**src/rtl/alu_pkg.sv**
```systemverilog
// Shared ALU control codes and requester indices for the ALU-sharing arbiter.
package alu_pkg;

    localparam logic [3:0] CTRL_AND = 4'b0000;
    localparam logic [3:0] CTRL_OR  = 4'b0001;
    localparam logic [3:0] CTRL_ADD = 4'b0010;
    localparam logic [3:0] CTRL_SUB = 4'b0110;

    localparam int REQ_EXE = 0;
    localparam int REQ_BR  = 1;

endpackage

```
**src/rtl/alu_share_arbiter_rsp_slot.sv**
```systemverilog
// Per-requester response holder: captures the shared ALU output on grant and
// keeps it until the requester consumes it.
module rsp_slot #(
    parameter int WIDTH = 32
) (
    input  logic             clk,
    input  logic             reset,
    input  logic             load,
    input  logic             consume,
    input  logic [WIDTH-1:0] result_in,
    input  logic             zero_in,
    output logic             valid,
    output logic [WIDTH-1:0] result,
    output logic             zero
);

    // Load wins over consume so a drain-and-regrant cycle keeps valid high.
    always_ff @(posedge clk) begin
        if (reset) begin
            valid  <= 1'b0;
            result <= '0;
            zero   <= 1'b0;
        end else if (load) begin
            valid  <= 1'b1;
            result <= result_in;
            zero   <= zero_in;
        end else if (consume) begin
            valid  <= 1'b0;
        end
    end

endmodule

```
**src/rtl/alu_share_arbiter.sv**
```systemverilog
// Round-robin arbiter sharing one combinational ALU between the execute-stage
// operand path and the branch/address helper.
module alu_share_arbiter
    import alu_pkg::*;
#(
    parameter int WIDTH = 32
) (
    input  logic             clk,
    input  logic             reset,
    input  logic [1:0]       req_valid,
    output logic [1:0]       req_ready,
    input  logic [WIDTH-1:0] req_a0,
    input  logic [WIDTH-1:0] req_b0,
    input  logic [3:0]       req_ctrl0,
    input  logic [WIDTH-1:0] req_a1,
    input  logic [WIDTH-1:0] req_b1,
    input  logic [3:0]       req_ctrl1,
    output logic [1:0]       rsp_valid,
    input  logic [1:0]       rsp_ready,
    output logic [WIDTH-1:0] rsp_result0,
    output logic             rsp_zero0,
    output logic [WIDTH-1:0] rsp_result1,
    output logic             rsp_zero1,
    output logic [WIDTH-1:0] alu_a,
    output logic [WIDTH-1:0] alu_b,
    output logic [3:0]       alu_ctrl,
    input  logic [WIDTH-1:0] alu_result,
    input  logic             alu_zero
);

    logic [1:0] eligible;
    logic [1:0] grant;
    logic       last_grant;

    // A slot can accept a new result when empty or being drained this cycle.
    assign eligible = req_valid & (~rsp_valid | rsp_ready);

    always_comb begin
        grant = 2'b00;
        if (!reset) begin
            if (&eligible) begin
                grant = last_grant ? 2'b01 : 2'b10;
            end else begin
                grant = eligible;
            end
        end
    end

    assign req_ready = grant;

    always_ff @(posedge clk) begin
        if (reset) begin
            last_grant <= 1'b1;
        end else if (|grant) begin
            last_grant <= grant[REQ_BR];
        end
    end

    always_comb begin
        alu_a    = '0;
        alu_b    = '0;
        alu_ctrl = CTRL_AND;
        if (grant[REQ_EXE]) begin
            alu_a    = req_a0;
            alu_b    = req_b0;
            alu_ctrl = req_ctrl0;
        end else if (grant[REQ_BR]) begin
            alu_a    = req_a1;
            alu_b    = req_b1;
            alu_ctrl = req_ctrl1;
        end
    end

    rsp_slot #(.WIDTH(WIDTH)) u_slot_exe (
        .clk       (clk),
        .reset     (reset),
        .load      (grant[REQ_EXE]),
        .consume   (rsp_ready[REQ_EXE]),
        .result_in (alu_result),
        .zero_in   (alu_zero),
        .valid     (rsp_valid[REQ_EXE]),
        .result    (rsp_result0),
        .zero      (rsp_zero0)
    );

    rsp_slot #(.WIDTH(WIDTH)) u_slot_br (
        .clk       (clk),
        .reset     (reset),
        .load      (grant[REQ_BR]),
        .consume   (rsp_ready[REQ_BR]),
        .result_in (alu_result),
        .zero_in   (alu_zero),
        .valid     (rsp_valid[REQ_BR]),
        .result    (rsp_result1),
        .zero      (rsp_zero1)
    );

endmodule
```
**config.mk**
```make
export PLATFORM = sky130hd
export DESIGN_NAME = alu_share_arbiter
export DESIGN_NICKNAME = d
export VERILOG_FILES = /design/src/rtl/alu_pkg.sv /design/src/rtl/alu_share_arbiter_rsp_slot.sv /design/src/rtl/alu_share_arbiter.sv
export SDC_FILE = /design/constraint.sdc
export NUM_CORES = 1
export LEC_CHECK = 0
export ABC_AREA = 1
export CORE_AREA = 2 2 120 122
export CTS_CLUSTER_DIAMETER = 120
export DETAILED_ROUTE_END_ITERATION = 8
export DIE_AREA = 0 0 122 124
export PLACE_DENSITY_LB_ADDON = 0.2
export SLEW_MARGIN = 20
export SYNTH_ARGS = -nofsm -noshare
export SYNTH_HDL_FRONTEND = slang
export SYNTH_SLANG_ARGS = --single-unit
```
**constraint.sdc**
```tcl
create_clock -name clk -period 1.3 [get_ports clk]
set_input_delay 0.26 -clock clk [delete_from_list [all_inputs] [get_ports clk]]
set_output_delay 0.26 -clock clk [all_outputs]
set_load 0.03 [all_outputs]
```
==> results of run 1 <==
-- cell usage in the layout (no fill, tap or decap), types with 3 or more instances in the layout --
cell	n
buf_12	34
buf_16	9
buf_4	32
buf_6	69
clkbuf_16	15
clkbuf_2	13
clkdlybuf4s15_2	35
clkdlybuf4s50_1	169
clkinv_2	3
dfxtp_1	66
dfxtp_2	3
diode_2	6
dlygate4sd2_1	5
nand2_1	83
nand2_2	56
nand2_4	69
nand3_1	136
nand3_2	56
nand3_4	9
-- sequential cells by signal, summed over array words and instances, names as in the netlist --
register,flops
last_grant,1
u_slot_br.result,32
u_slot_br.valid,1
u_slot_br.zero,1
u_slot_exe.result,32
u_slot_exe.valid,1
u_slot_exe.zero,1
-- cell families (layout without fill, tap and decap cells) --
group           Yosys count  after routing  synth area share (%)
simple gates            413            413                  52.1
flops                    69             69                  39.4
compound gates            3              3                 0.428
buf+inv                  57            395                  8.13
other cells               0              6                     0
-- per-layer routing --
metal / vias up / wire length [um] / GRT usage [%]
met5: - / 0 / 0
met4: 0 / 1080 / 13.9
met3: 61 / 2000 / 9.43
met2: 251 / 11300 / 43.8
met1: 2536 / 7600 / 27.1
li1: 2478 / - / -
-- stage by stage --
stage                     cells  utilization (%)
after floorplan             542                -
final                      1066             66.7
after global placement     1010             53.5
after detailed placement   1010             53.5
after global routing       1064             66.7
after CTS                  1051             63.9
-- power breakdown --
group          internal (W)  leakage, nW  switching [W]
Combinational       0.00163         3.38        0.00177
Sequential          0.00229        0.569       0.000107
Clock               0.00138        0.138       0.000853
Total               0.00530         4.08        0.00273
-- path summary, 6_finish.rpt --
| kind | startpoint | end | depth (start not counted) |
|---|---|---|---|
| max | u_slot_exe.valid$_SDFFE_PP0P_ | alu_b[12] | 9 |
| min | rsp_ready[1] | u_slot_br.valid$_SDFFE_PP0P_ | 4 |
| min reg2reg | u_slot_exe.result[10]$_SDFFE_PP0P_ | u_slot_exe.result[10]$_SDFFE_PP0P_ | 2 |
| max reg2reg | u_slot_br.valid$_SDFFE_PP0P_ | u_slot_exe.result[19]$_SDFFE_PP0P_ | 11 |
-- repair_timing --
item | in CTS | in global routing
hold buffers | 0 | 0
hold endpoints to repair | 0 | 0
cloned | 12 | 8
pin swaps | 11 | 4
setup endpoints to repair | 187 | 130
buffers inserted | 13 | 5
resized for setup | 298 | 92
-- critical path, delay by kind of cell (launching register included) --
| kind | cells | cell delay (ns) |
|---|---|---|
| buffers and inverters | 4 | 0.54 |
| DFF | 1 | 0.32 |
| and+or+nand+nor | 5 | 0.45 |
-- final cells by class --
type                            count  area [sq um]
Fill cell                        1082          4570
Timing Repair Buffer              374          4320
Multi-Input combinational cell    416          2900
Sequential cell                    69          1390
Clock buffer                       12           256
Tap cell                          180           225
Inverter                            5          26.3
Clock inverter                      4          22.5
Antenna cell                        6          15.0
==> flow_summary.yaml, run 1 <==
timing:
  period_needed_ns: 1.91
  whs_ns: 0.359
  slew_violations: 0
  slew_headroom_pct: 74.5
  worst_slack_ns: -0.614
  finClkSkew_ns: 0.00551
  grt_setup_unrepaired: "true"
  setup-tns-final_ns: -49.12
  min_period_over_period_pct: 147
  fmax_ghz: 0.522
  hold_viol: 0
  worstMarginPinSlew_ns: 0.382
  setup_viol: 104
clock_network:
  cts_max_level: 3
  clk_path_buf_depth: 2
  cts.sinks: 69
  cts_buffers: 9
  cts_tree: "yes"
  clk_pin_slew_worst_paths_ns: 0.05
  clkLatencyLatePin_ns: 0.32
  cts-root-buf: "clkbuf_16"
route:
  via_per_inst: 5.00
  drt_iter0_drc: 346
  drc: 0
  vias: 5326
  antenna_left: 0
  wl_per_cell_um: 20.6
  wl_um: 22000
  drt-pass1-iter-count: 4
logic_synthesis:
  yosys.area.top_type_share_pct: 39.4
  syn-cell-area_sq_um: 3510
  synth.avg_cell_area_sq_um: 6.48
  syn-num-nets: 717
  synthCells: 542
  synth-main-ff-cell: "dfxtp_1"
  synth.area.top_cells: "dfxtp_1 (39%), nand3_1 (29%), nand2_1 (22%)"
  seq_area_frac_synth_pct: 39.4
  ys_types: 18
  yosysWarningCount: 0
  synth-edff-count: 0
  async_flop_share_pct: 0
  synthMostInstantiatedCell: "nand2_1"
  yosys.area.top_type: "dfxtp_1"
  synth.ff_latch_count: 69
  synth_common_cells: "nand2_1 (207), nand3_1 (200), dfxtp_1 (69), buf_2 (33), buf_1 (7)"
place:
  globalplace.congestion: 0.786
  port_buffers: 312
  placed_area_sq_um: 7340
  pre_cts_ws_ns: -0.808
  dp_hpwl_um: 14000
cells_and_area:
  final_cell_area_sq_um: 9150
  syn_to_final_growth_pct: 161
  nets: 1050
  final_layout_size_suffix_gt1_share_pct: 47.0
floorplanning:
  coreArea_sq_um: 13700
  die_x_um: 122
  die_area_sq_um: 15100
  initial_utilization_pct: 25.6
  die_h_um: 124
  floorplan.rows: 43
  ios: 313
power_and_ir_drop:
  finalPower_w: 0.00803
  p_leak_nw: 4.08
  power.density_nw_per_um2: 877
  ir_drop_v: 0.000753
worst_setup_path:
  worstSetupPathType: "reg2out"
  cp-end-kind: "output port"
  slowest_delay_ns: 0.32
  worstPathRequired_ns: 1.04
  cpMaxStageDelayCell: "dfxtp_2"
  regToRegSetupSlack_ns: -0.35
  crit_path_start_kind: "flop"
  critPathMaxFanout: 9
  path_cells: "nand2_2 > nand2_2 > nor2_4 > buf_12 > buf_12 > buf_16 > nand3_2 > nand2_4 > buf_6"
  cp.arrival_ns: 1.65
global_route:
  grt_pass1_vias: 5162
  grt_pass1_wl_um: 29200
  grt_remaining_overflow: 0
  antenna_found_initial: 6
  grt_usage_pct: 25.5
  grt_max_degree: 36
run_status:
  violations: "setup timing"
  run_status: "finished, violations left"
worst_hold_path:
  hold_class: "in2reg"
run:
  maxCapViolCount: 0
(Power assumes the default switching activity.)
==> run 2: changes to the inputs <==
- SLEW_MARGIN: 20 -> unset
==> results of run 2 <==
Final layout, timing and power as in run 1 (identical DEF).
